$ cat config.mk
export PLATFORM = sky130hd
export DESIGN_NAME = universal_shift_reg
export DESIGN_NICKNAME = d
export VERILOG_FILES = /design/src/rtl/shift_pkg.sv /design/src/rtl/shift_cnt.sv /design/src/rtl/universal_shift_reg.sv
export SDC_FILE = /design/constraint.sdc
export NUM_CORES = 1
export LEC_CHECK = 0
export BUFFER_PORTS_ARGS = -buffer_cell sky130_fd_sc_hd__buf_2
export CORE_UTILIZATION = 41
export DETAILED_ROUTE_END_ITERATION = 12
export GPL_ROUTABILITY_DRIVEN = 0
export PLACE_DENSITY = 0.78
export SYNTH_ARGS = -nofsm -noshare
export SYNTH_HDL_FRONTEND = slang
export SYNTH_SLANG_ARGS = --single-unit
$ cat constraint.sdc
create_clock -name clk -period 2.6 [get_ports clk]
set_input_delay 0.26 -clock clk [delete_from_list [all_inputs] [get_ports clk]]
set_output_delay 0.26 -clock clk [all_outputs]
set_load 0.01 [all_outputs]
$ cat src/rtl/shift_pkg.sv
// Shared definitions for the universal shift register: operation-select encodings.
package shift_pkg;

  typedef enum logic [1:0] {
    MODE_HOLD = 2'b00,
    MODE_SHR  = 2'b01,
    MODE_SHL  = 2'b10,
    MODE_LOAD = 2'b11
  } mode_e;

  // True for the two modes that move data by one bit position.
  function automatic logic is_shift(input mode_e m);
    return (m == MODE_SHR) || (m == MODE_SHL);
  endfunction

endpackage

$ cat src/rtl/shift_cnt.sv
// Frame counter: counts shift edges in either direction and emits a registered
// one-cycle done pulse on the edge that completes WIDTH shifts.
module shift_cnt #(
  parameter int WIDTH = 8,
  parameter int CNT_W = $clog2(WIDTH) + 1
) (
  input  logic clk,
  input  logic clear,
  input  logic inc,
  input  logic zero,
  output logic done
);

  localparam logic [CNT_W-1:0] LAST = CNT_W'(WIDTH - 1);

  logic [CNT_W-1:0] count;

  // Count state and done pulse; zero (load) outranks inc so a load on the
  // last count position never produces a pulse.
  always_ff @(posedge clk) begin
    if (clear) begin
      count <= '0;
      done  <= 1'b0;
    end else if (zero) begin
      count <= '0;
      done  <= 1'b0;
    end else if (inc) begin
      if (count == LAST) begin
        count <= '0;
        done  <= 1'b1;
      end else begin
        count <= count + 1'b1;
        done  <= 1'b0;
      end
    end else begin
      done <= 1'b0;
    end
  end

endmodule

$ cat src/rtl/universal_shift_reg.sv
// Universal shift register: hold, shift right, shift left or parallel load,
// with serial outputs taken straight from the register and a frame-done pulse.
module universal_shift_reg
  import shift_pkg::*;
#(
  parameter int WIDTH = 8,
  parameter int CNT_W = $clog2(WIDTH) + 1
) (
  input  logic             clk,
  input  logic             clear,
  input  logic             en,
  input  logic [1:0]       mode,
  input  logic             si_r,
  input  logic             si_l,
  input  logic [WIDTH-1:0] pin,
  output logic [WIDTH-1:0] pout,
  output logic             so_r,
  output logic             so_l,
  output logic             done
);

  mode_e            mode_sel;
  logic [WIDTH-1:0] q;
  logic [WIDTH-1:0] q_next;
  logic             inc;
  logic             zero;

  assign mode_sel = mode_e'(mode);

  // Mode mux: next register value for an enabled edge.
  always_comb begin
    q_next = q;
    case (mode_sel)
      MODE_SHR:  q_next = {si_r, q[WIDTH-1:1]};
      MODE_SHL:  q_next = {q[WIDTH-2:0], si_l};
      MODE_LOAD: q_next = pin;
      default:   q_next = q;
    endcase
  end

  // Data register; clear overrides enable and mode.
  always_ff @(posedge clk) begin
    if (clear) begin
      q <= '0;
    end else if (en) begin
      q <= q_next;
    end
  end

  assign inc  = en && is_shift(mode_sel);
  assign zero = en && (mode_sel == MODE_LOAD);

  shift_cnt #(
    .WIDTH (WIDTH),
    .CNT_W (CNT_W)
  ) u_cnt (
    .clk   (clk),
    .clear (clear),
    .inc   (inc),
    .zero  (zero),
    .done  (done)
  );

  // Outputs come straight from registers, so no input reaches an output
  // without passing a clock edge.
  assign pout = q;
  assign so_r = q[0];
  assign so_l = q[WIDTH-1];

endmodule

# Yosys cells after proc, flatten, opt, wreduce, memory -nomap -nowiden
# Cells that the tools add are included.
# Widths: inputs -> output; s select.
# totals
inputBits,15
word_cells,19
regBits,13
out_inout_bits,11
# op_classes
n_eq_ne,4
addsub,1
n_reduce_logical,7
muxes,3
bitwise,1
# ops
cell,count
$pmux 8 s3,1
$add 4x1->4 const B,1
$eq 2x2->1 const B,2
$eq 4x3->1 const B,1
$mux 4,1
$reduce_bool 3->1,1
$reduce_or 3->1,1
$eq 2x1->1 const B,1
$logic_and 1x1->1,2
$reduce_and 2->1,1
$reduce_or 2->1,1
$logic_or 1x1->1,1
$mux 1,1
$not 1->1,1

# Logic depth before layout (Yosys ltp)
# Gate-level depths: netlist of the first run.
# logic_depth
word_depth,5
depth_mapped,7
depth_no_buf,5

# Hierarchy
# From an unflattened synthesis of the first run, not the netlist that was laid out.
# hier_totals
hier_cells,77
hier_area_um2,742.0
# modules_own_cells
mod,instances,area_per_inst_um2,seq_area_each_um2,cells_per_inst
universal_shift_reg,1,500.5,160.2,56
shift_cnt,1,241.5,100.1,21

# Least setup slack after synthesis of the first run
# Ideal clock, no wire load.
# synth_timing
path_type,input-to-reg
start,in mode[0]
end,reg u_cnt.count[3]
n_path_buf,0
slack_ps,1283
t_arrival_ps,1247
setup_time_ps,70
t_required_ps,2530
cell_stages,5
cell_sequence,inv_1 > ha_1 > nand2_2 > or4_1 > a21oi_1
# synth_between
elab_chain_cells,3
elab_cells_between_ends,7
classes_between,eq/ne (3); reduce/logical (4)
# synth_lines
element,line_no,source
from (decl),universal_shift_reg.sv:12,"input logic [1:0] mode,"
$eq 2x2->1 (tied with other cells),universal_shift_reg.sv:51,assign zero = en && (mode_sel == MODE_LOAD);
$logic_and 1x1->1 or $logic_or 1x1->1 (tied branches),"universal_shift_reg.sv:51, shift_pkg.sv:13",
$reduce_or 2->1 (no line) or $logic_and 1x1->1 (tied branches),n/a,
to (signal assigned),shift_cnt.sv:32,count <= count + 1'b1;
to (decl),shift_cnt.sv:16,logic [CNT_W-1:0] count;
# Several ways; a longest one is shown, not always the timed one.
# A chain may end at the register's enable or synchronous reset.

# Worst setup path after layout of the first run
# layout_timing
start,reg u_cnt.count[0]
end,reg u_cnt.count[0]
# layout_between
elab_chain_cells,2
elab_cells_between_ends,3
classes_between,add/sub (1); eq/ne (1); mux (1)
# layout_lines
element,line_no,source
$add 4x1->4 or $eq 4x3->1 (tied branches),"shift_cnt.sv:32, shift_cnt.sv:28",
$mux 4 *,shift_cnt.sv:28,if (count == LAST) begin
# Mark *: on every way between the ends. The rest lies on a longest branch, timed or not.

==> results of run 1 <==
==> area by class of cell <==
| class | instances | area share |
|---|---|---|
| multi-input cells | 55 | 0.449 |
| flip-flops and latches | 13 | 0.321 |
| repair buffers | 26 | 0.164 |
| clock buffers | 4 | 0.0324 |
| well taps | 16 | 0.0247 |
| inverters | 2 | 0.00926 |
==> sequential cells by signal, summed over array words and instances, names as in the netlist <==
name	flops
u_cnt.done	1
u_cnt.count	4
pout	8
==> metal layers <==
layer  vias to the layer above  GRT usage
li1                        325          -
met5                         -          0
met2                        22      0.306
met4                         0     0.0375
met3                         0     0.0766
met1                       305      0.189
==> power groups by stage <==
| stage | sequential (mW) | clock (mW) | combinational [mW] |
|---|---|---|---|
| 2_1_floorplan | 0.229 | 0 | 0.0514 |
| 3_5_place_dp | 0.226 | 0 | 0.0815 |
| 6_report | 0.221 | 0.127 | 0.0811 |
| 3_3_place_gp | 0.226 | 0 | 0.0795 |
| 5_1_grt | 0.223 | 0.136 | 0.0916 |
| 4_1_cts | 0.221 | 0.131 | 0.0817 |
==> synth_stat cells <==
cell type | count | area (um2)
a22oi_1 | 8 | 60.1
nor2b_1 | 1 | 6.26
or3b_2 | 1 | 8.76
nor2_1 | 9 | 33.8
a311oi_2 | 2 | 30.0
nand2_1 | 10 | 37.5
a311oi_1 | 6 | 52.6
buf_2 | 1 | 5.00
nor2_2 | 1 | 6.26
a21o_2 | 1 | 8.76
buf_6 | 1 | 11.3
nor3_1 | 1 | 5.00
ha_1 | 4 | 50.1
o21ai_0 | 1 | 5.00
or4_1 | 1 | 7.51
a21oi_1 | 3 | 15.0
nand2_2 | 1 | 6.26
inv_1 | 2 | 7.51
dfxtp_1 | 13 | 260
nand3b_1 | 1 | 7.51
buf_4 | 3 | 22.5
nand3_1 | 3 | 15.0
xor2_1 | 1 | 8.76
clkbuf_1 | 2 | 7.51
==> worst max-delay path: stages (launching register included) <==
cell and delay, ps:
dfxtp_1 340, ha_1 230, nand3b_1 110, or3b_2 440
a21oi_1 130
==> path summary, 6_finish.rpt <==
| path | cells past startpoint | slack, ps | startpoint | endpoint |
|---|---|---|---|---|
| max | 4 | 1300 | u_cnt.count[0] | u_cnt.count[0] |
| max reg2reg | 4 | 1300 | u_cnt.count[0] | u_cnt.count[0] |
| min reg2reg | 2 | 480 | u_cnt.count[1] | u_cnt.count[1] |
| min | 3 | 240 | si_r | pout[7] |
==> per-stage QoR <==
| step | instances | hold slack [ps] | setup WS [ps] | util |
|---|---|---|---|---|
| final | 116 | 241 | 1300 | 0.532 |
| after detailed placement | 112 | 475 | 1090 | 0.515 |
| after global routing | 116 | 276 | 1180 | 0.532 |
| after global placement | 112 | 467 | 1130 | 0.515 |
| after floorplan | 77 | 419 | 1280 | - |
| after CTS | 116 | 239 | 1280 | 0.532 |
==> kinds of logic (layout without fill, tap and decap cells) <==
logic type      count (synthesis)  count (layout)  synth area share
xor+xnor                        1               1            0.0129
compound gates                 21              21             0.253
simple gates                   29              29             0.197
flops                          13              13             0.384
buf+inv                         9              32            0.0793
fa+ha+maj                       4               4            0.0738
==> impl_metrics.json, run 1 <==
{
  "status": "finished clean",
  "ys_types": 24,
  "finalPower_uw": 429,
  "ys_warn_count": 0,
  "postLayoutCellArea_um2": 811,
  "p_switching_uw": 123,
  "cts.htree.levels": 1,
  "crit_fanout": 4,
  "internal_power_uw": 306,
  "start_util": 0.445,
  "postCtsResizedCells": 0,
  "diodes": 0,
  "grt_overflow": 0,
  "fin_skew_ps": 12.6,
  "powerDensity_nw_per_um2": 529,
  "grt_max_degree": 17,
  "drc": 0,
  "ant_nets": 0,
  "wl_met2_um": 734,
  "fillers": 152,
  "holdCritPathClass": "input port to flop",
  "worst_ep_arrival_time_ps": 1510,
  "viasPerCell": 5.62,
  "setup_violations": 0,
  "m1WireLength_um": 607,
  "dr.first_iter.drc_count": 12,
  "topRoutingLayerUsed": "met3",
  "period_needed_ps": 1300,
  "vdd_drop_max_v": 0.000298,
  "core_area_um2": 1520,
  "cts.sinks": 13,
  "port_buffers": 25,
  "hold_viol": 0,
  "layout_commonest_cell": "buf_2",
  "vias": 652,
  "mostFrequentLayoutCells": "buf_2 (25), dfxtp_1 (13), nand2_1 (10), nor2_1 (9), a22oi_1 (8)",
  "layout-drive-gt1-share": 0.350,
  "clkLatencyLatePin_ps": 280,
  "worstPathRequired_ps": 2810,
  "place_hpwl_um": 1070,
  "grt_pass1_vias": 607,
  "slew_headroom": 0.746,
  "routed_wl_um": 1450,
  "cts_max_path_buffers": 2,
  "multiInputGateArea_um2": 364,
  "rsz0062_at_grt": "false",
  "start_kind": "flop",
  "track_usage": 0.174,
  "seq_area_um2": 260,
  "leakage_nw": 0.354,
  "cts-root-buf": "clkbuf_4",
  "synth_seq_area_share": 0.384,
  "maxCapViolations": 0,
  "tns_ps": 0,
  "switching_share": 0.287,
  "die_h_um": 42.7,
  "post_cts_buffers": 0,
  "wl_per_cell_um": 12.5,
  "worstMarginPinSlew_ps": 380,
  "synth_cells": 77,
  "numCtsBuffers": 3,
  "io_pins": 26,
  "dr.pass1.iters": 4,
  "die_width_um": 42.7,
  "p_clk_frac": 0.296,
  "dr_wl_met3_um": 111,
  "area_growth_pct": 19.6,
  "cts_hold_buf": 0,
  "power_frac_comb": 0.189,
  "critical_path_class": "flop to flop",
  "p_seq_frac": 0.515,
  "antenna_found_initial": 0,
  "syn_area_um2": 678,
  "synth.net_count": 96,
  "cp-end-kind": "flop",
  "nets": 120,
  "cts_tree": "yes",
  "die-area_um2": 1820,
  "grt_pass1_wl_um": 2440,
  "path_clk_slew_ps": 90,
  "avgSynthCellArea_um2": 8.81,
  "slew_viol_final": 0,
  "rows": 14,
  "min_period_over_period": 0.502,
  "max_freq_mhz": 767,
  "synth-seq-cells": 13,
  "place_area_um2": 785
}
Power figures use the tool's default switching activity.
==> run 2, diff against run 1 <==
--- a/config.mk
+++ b/config.mk
@@ -5,11 +5,12 @@
 export SDC_FILE = /design/constraint.sdc
 export NUM_CORES = 1
 export LEC_CHECK = 0
+export ABC_AREA = 1
 export BUFFER_PORTS_ARGS = -buffer_cell sky130_fd_sc_hd__buf_2
 export CORE_UTILIZATION = 41
 export DETAILED_ROUTE_END_ITERATION = 12
 export GPL_ROUTABILITY_DRIVEN = 0
-export PLACE_DENSITY = 0.78
+export PLACE_DENSITY = 0.76
 export SYNTH_ARGS = -nofsm -noshare
 export SYNTH_HDL_FRONTEND = slang
 export SYNTH_SLANG_ARGS = --single-unit
==> constraint.sdc (replaced) <==
create_clock -name clk -period 1.3 [get_ports clk]
set_input_delay 0.13 -clock clk [delete_from_list [all_inputs] [get_ports clk]]
set_output_delay 0.13 -clock clk [all_outputs]
set_load 0.01 [all_outputs]
==> run 2 against run 1 <==
Net effect: global-route usage grew 0.64 points; design area grew 13%; sequential share of layout area decreased by 3.7 points; routed wire length is 6.1% higher; first-iteration DRC count shrank 25%; cell count is 46% higher; sequential cell count unchanged; worst setup slack worse by 940 ps; highest routed layer is now met4; die area up 13%; synthesized cell count is 55% higher; largest power group unchanged; non-clock buffer count up 1.
==> impl_metrics.json, run 2 <==
{
  "synth_top_area_cell": "dfxtp_1",
  "cts_tree": "yes",
  "rsz0062_at_grt": "false",
  "worstMarginPinSlew_ps": 316,
  "start_util": 0.441,
  "synth.net_count": 138,
  "avgSynthCellArea_um2": 6.47,
  "status": "finished clean",
  "place_hpwl_um": 1180,
  "largest_reg_flops": 8,
  "postCtsResizedCells": 0,
  "diodes": 0,
  "cts.sinks": 13,
  "ys_types": 16,
  "core_area_um2": 1750,
  "cts.htree.levels": 1,
  "crit_family": "flip-flops",
  "synth_edf_count": 0,
  "grt_overflow": 0,
  "rows": 15,
  "timing.hold.ws_ps": 169,
  "die-area_um2": 2050,
  "fin_skew_ps": 6.43,
  "synth_seq_area_share": 0.338,
  "power_frac_comb": 0.204,
  "cts_max_path_buffers": 2,
  "p_switching_uw": 249,
  "critical_path_class": "flop to primary output",
  "syn_area_um2": 769,
  "area_growth_pct": 19.2,
  "worstPathRequired_ps": 1170,
  "grt_pass1_wl_um": 2560,
  "max_freq_mhz": 1060,
  "numCtsBuffers": 3,
  "layout_commonest_cell": "nor2_1",
  "cp.buffers_inverters": 1,
  "dp.cells": 165,
  "start_kind": "flop",
  "holdCritPathClass": "input port to flop",
  "layout-drive-gt1-share": 0.222,
  "vdd_drop_max_v": 0.000752,
  "powerDensity_nw_per_um2": 944,
  "internal_power_uw": 616,
  "hold_viol": 0,
  "port_buffers": 25,
  "synth-seq-cells": 13,
  "vias": 768,
  "period_needed_ps": 943,
  "synth_cells": 119,
  "tns_ps": 0,
  "fillers": 189,
  "path_cells": "buf_2",
  "maxCapViolations": 0,
  "cts-root-buf": "clkbuf_4",
  "leakage_nw": 0.465,
  "path_clk_slew_ps": 80,
  "synth_top_area_share": 0.338,
  "routed_wl_um": 1540,
  "ant_nets": 0,
  "post_cts_buffers": 0,
  "track_usage": 0.180,
  "worst_ep_arrival_time_ps": 810,
  "synthTopCellsByArea": "dfxtp_1 (34%), nor2_1 (14%), nand2_1 (12%)",
  "min_period_over_period": 0.726,
  "setup_violations": 0,
  "synth_most_common_cell": "nor2_1",
  "wl_per_cell_um": 9.12,
  "place_area_um2": 891,
  "cp-end-kind": "primary output",
  "synth-async-reset-ratio": 0,
  "nets": 164,
  "die_width_um": 45.3,
  "cts_hold_buf": 0,
  "switching_share": 0.288,
  "clkLatencyLatePin_ps": 280,
  "multiInputGateArea_um2": 399,
  "mostFrequentLayoutCells": "nor2_1 (28), nand2_1 (25), buf_2 (25), inv_1 (16), dfxtp_1 (13)",
  "slew_viol_final": 0,
  "synth_ff_type": "dfxtp_1",
  "crit_fanout": 4,
  "antenna_found_initial": 0,
  "synth_common_cells": "nor2_1 (28), nand2_1 (25), inv_1 (16), dfxtp_1 (13), nand3_1 (11)",
  "instances_no_fill": 169,
  "postLayoutCellArea_um2": 917,
  "p_seq_frac": 0.512,
  "slew_headroom": 0.789,
  "die_h_um": 45.3,
  "dr.pass1.iters": 4,
  "io_pins": 26,
  "viasPerCell": 4.54,
  "grt_pass1_vias": 626,
  "seq_area_um2": 260,
  "cp_slowest_cell": "dfxtp_1",
  "drc": 0,
  "dr.first_iter.drc_count": 9,
  "cpPeakStageDelay_ps": 380,
  "finalPower_uw": 866,
  "p_clk_frac": 0.284,
  "ys_warn_count": 0,
  "grt_max_degree": 17
}
[run 2: area by class of cell]
type                            count  area share
Clock buffer                        4      0.0286
Sequential cell                    13       0.284
Timing Repair Buffer               27       0.153
Multi-Input combinational cell     84       0.435
Inverter                           16      0.0655
Tap cell                           25      0.0341
[run 2: path summary, 6_finish.rpt]
check,start,to,slack (ps),cells after the start
setup / recovery,pout[3],pout[3],360,1
hold / removal,clear,u_cnt.count[2],170,4
setup reg to reg,u_cnt.count[0],u_cnt.count[3],400,4
hold reg to reg,u_cnt.count[1],u_cnt.count[1],490,2
[run 2: power by group through the flow]
stage                     registers, mW  clock network, mW  logic (mW)
final                             0.443              0.245       0.177
after global placement            0.450                  0       0.173
after global routing              0.447              0.281       0.205
after CTS                         0.443              0.255       0.179
after detailed placement          0.452                  0       0.178
after floorplan                   0.458                  0       0.118
[run 2: stage by stage]
step,utilization,setup WS (ps)
2_1_floorplan,-,232
3_3_place_gp,0.510,144
3_5_place_dp,0.510,109
4_1_cts,0.525,350
5_1_grt,0.525,285
6_report,0.525,357
[run 2: cells by family (layout without fill, tap and decap cells)]
| group | count (synthesis) | count (layout) | synth area share |
|---|---|---|---|
| AOI/OAI and AO/OA | 12 | 12 | 0.0813 |
| xor gates and xnor gates | 1 | 1 | 0.0114 |
| and+or+nand+nor | 67 | 67 | 0.361 |
| adders and majority gates | 4 | 4 | 0.0650 |
| buffers and inverters | 22 | 47 | 0.143 |
| DFF | 13 | 13 | 0.338 |
[run 2: routing by layer]
metal / up-vias / wire length [um] / global-route usage
li1: 412 / - / -
met1: 333 / 666 / 0.190
met2: 19 / 769 / 0.307
met4: 0 / 31 / 0.0909
met5: - / 0 / 0
met3: 4 / 74 / 0.0720
==> run 3, diff against run 2 <==
--- a/config.mk
+++ b/config.mk
@@ -5,12 +5,12 @@
 export SDC_FILE = /design/constraint.sdc
 export NUM_CORES = 1
 export LEC_CHECK = 0
-export ABC_AREA = 1
+export ABC_AREA = 0
 export BUFFER_PORTS_ARGS = -buffer_cell sky130_fd_sc_hd__buf_2
 export CORE_UTILIZATION = 41
 export DETAILED_ROUTE_END_ITERATION = 12
 export GPL_ROUTABILITY_DRIVEN = 0
-export PLACE_DENSITY = 0.76
+export PLACE_DENSITY = 0.81
 export SYNTH_ARGS = -nofsm -noshare
 export SYNTH_HDL_FRONTEND = slang
 export SYNTH_SLANG_ARGS = --single-unit
==> constraint.sdc (replaced) <==
create_clock -name clk -period 0.82 [get_ports clk]
set_input_delay 0.082 -clock clk [delete_from_list [all_inputs] [get_ports clk]]
set_output_delay 0.082 -clock clk [all_outputs]
set_load 0.01 [all_outputs]
==> run 3 against run 2 <==
Net effect: the run now ends with negative setup slack left; sequential share of layout area is 6.4 points lower; clock-buffer cell count unchanged; worst hold slack worse by 96 ps; clock power up 68%; sequential power increased by 62%; core utilization grew 35 points; critical path depth increased by 3; die area decreased by 11%; register-to-register slack got worse by 790 ps; critical path type is now flop to flop.
==> impl_metrics.json, run 3 (synthesized netlist as in run 1, its figures left out) <==
{
  "status": "complete, but fails checks",
  "failed_checks": "negative setup slack",
  "grt_pass1_wl_um": 3490,
  "hold_viol": 0,
  "worst_ep_arrival_time_ps": 1430,
  "pre_cts_ws_ps": -493,
  "multiInputGateArea_um2": 526,
  "cts_tree": "yes",
  "dr_wl_met3_um": 147,
  "drc": 0,
  "largest_reg_flops": 8,
  "rr_worst_depth": 4,
  "cts-root-buf": "clkbuf_4",
  "cp-end-kind": "flop",
  "clkLatencyLatePin_ps": 280,
  "start_util": 0.445,
  "wl_met2_um": 1500,
  "place_hpwl_um": 1310,
  "maxCapViolations": 0,
  "seq_area_um2": 294,
  "area_growth_pct": 97.6,
  "cts.htree.levels": 1,
  "crit_fanout": 3,
  "routed_wl_um": 2790,
  "min_period_over_period": 1.47,
  "rsz0062_at_grt": "true",
  "wl_per_cell_um": 19.7,
  "grt_max_degree": 16,
  "postLayoutCoreUtil": 0.879,
  "grt_overflow": 0,
  "m1WireLength_um": 1010,
  "cts_max_path_buffers": 2,
  "io_pins": 26,
  "slew_headroom": 0.817,
  "holdCritPathClass": "input port to flop",
  "cts.sinks": 13,
  "period_needed_ps": 1210,
  "rows": 14,
  "r2r-end": "u_cnt.count[0]",
  "vdd_drop_max_v": 0.000891,
  "regToRegStartpoint": "u_cnt.count[0]",
  "cpPeakStageDelay_ps": 390,
  "postLayoutCellArea_um2": 1340,
  "whs_path_depth": 3,
  "core_area_um2": 1520,
  "ant_nets": 0,
  "track_usage": 0.256,
  "dr.pass1.iters": 4,
  "die_h_um": 42.7,
  "timing.hold.ws_ps": 72.8,
  "min_to": "pout[7]",
  "cts_hold_buf": 0,
  "worstPathRequired_ps": 1040,
  "dr.first_iter.drc_count": 28,
  "die-area_um2": 1820,
  "fillers": 62,
  "die_width_um": 42.7,
  "layout-drive-gt1-share": 0.770,
  "topRoutingLayerUsed": "met4",
  "finalWorstSetupSlack_ps": -388,
  "grt_pass1_vias": 835,
  "powerDensity_nw_per_um2": 1270,
  "path_cells": "ha_4, nand3b_1, or3b_4, a21oi_2",
  "antenna_found_initial": 0,
  "port_buffers": 25,
  "critical_path_class": "flop to flop",
  "nets": 146,
  "finalPower_mw": 1.71,
  "vias": 853,
  "path_clk_slew_ps": 80,
  "place_area_um2": 1000,
  "viasPerCell": 6.01,
  "fin_skew_ps": 4.74,
  "layout_commonest_cell": "buf_4",
  "max_freq_mhz": 828,
  "setup_violations": 23,
  "worstMarginPinSlew_ps": 274,
  "diodes": 0,
  "leakage_nw": 0.540,
  "mostFrequentLayoutCells": "buf_4 (20), buf_6 (17), buf_2 (13), dfxtp_4 (8), nor2_1 (7)",
  "numCtsBuffers": 3,
  "slew_viol_final": 0,
  "start_kind": "flop",
  "cp_slowest_cell": "or3b_4",
  "ff2ff_setup_slack_ps": -390,
  "holdCritStartpoint": "si_r"
}
==> run 3: cell count changes in the layout (fill, tap and decap cells not counted), moves of 12 or more <==
cell / change
nand2_1: -19
buf_4: +18
nor2_1: -21
buf_2: -12
inv_1: -16
buf_6: +17
==> run 3: what timing repair did <==
item                                    4_1_cts  5_1_grt
pin swaps                                     8        8
buffers inserted                              8        5
resized for setup                            38       26
gates cloned                                  0        1
endpoints found under the setup margin       23       23
==> run 3: worst max path at each step <==
stage | from | endpoint | slack, ps | depth (start not counted)
after detailed placement | mode[1] | u_cnt.count[3] | -490 | 6
after global placement | mode[1] | u_cnt.count[3] | -450 | 6
after floorplan | u_cnt.count[0] | u_cnt.count[3] | -290 | 3
after CTS | u_cnt.count[0] | u_cnt.count[0] | -360 | 4
after global routing | u_cnt.count[0] | u_cnt.count[0] | -400 | 4
final | u_cnt.count[0] | u_cnt.count[0] | -390 | 4
==> run 3: metrics by stage <==
| stage | TNS [ps] | cells |
|---|---|---|
| finish | -1840 | 142 |
| detailed placement | -4430 | 128 |
| CTS | -1160 | 139 |
| floorplan | -1060 | 77 |
| global placement | -4130 | 128 |
| global route | -2560 | 142 |
==> run 3: layout make-up <==
cell class | count | share of cell area
multi-input cells | 55 | 0.392
repair buffers | 52 | 0.330
flip-flops and latches | 13 | 0.219
inverters | 2 | 0.0243
clock buffers | 4 | 0.0196
well taps | 16 | 0.0149
==> run 3: power breakdown <==
part | total (mW) | switching [mW] | internal [mW]
Sequential | 0.717 | 0.0531 | 0.664
Combinational | 0.578 | 0.259 | 0.319
Clock | 0.412 | 0.222 | 0.189
Total | 1.71 | 0.535 | 1.17
==> run 3: routing by layer <==
layer	up-vias	GRT usage
li1	378	-
met1	415	0.261
met2	46	0.470
met3	14	0.0766
met4	0	0.113
met5	-	0
==> run 3: critical path, delay by kind of cell, from the launching register on <==
| family | cells | cell delay, ps |
|---|---|---|
| flip-flops | 1 | 370 |
| AND/OR/NAND/NOR | 2 | 500 |
| adder cells (fa/ha/maj) | 1 | 160 |
| AO/OA/AOI/OAI | 1 | 120 |
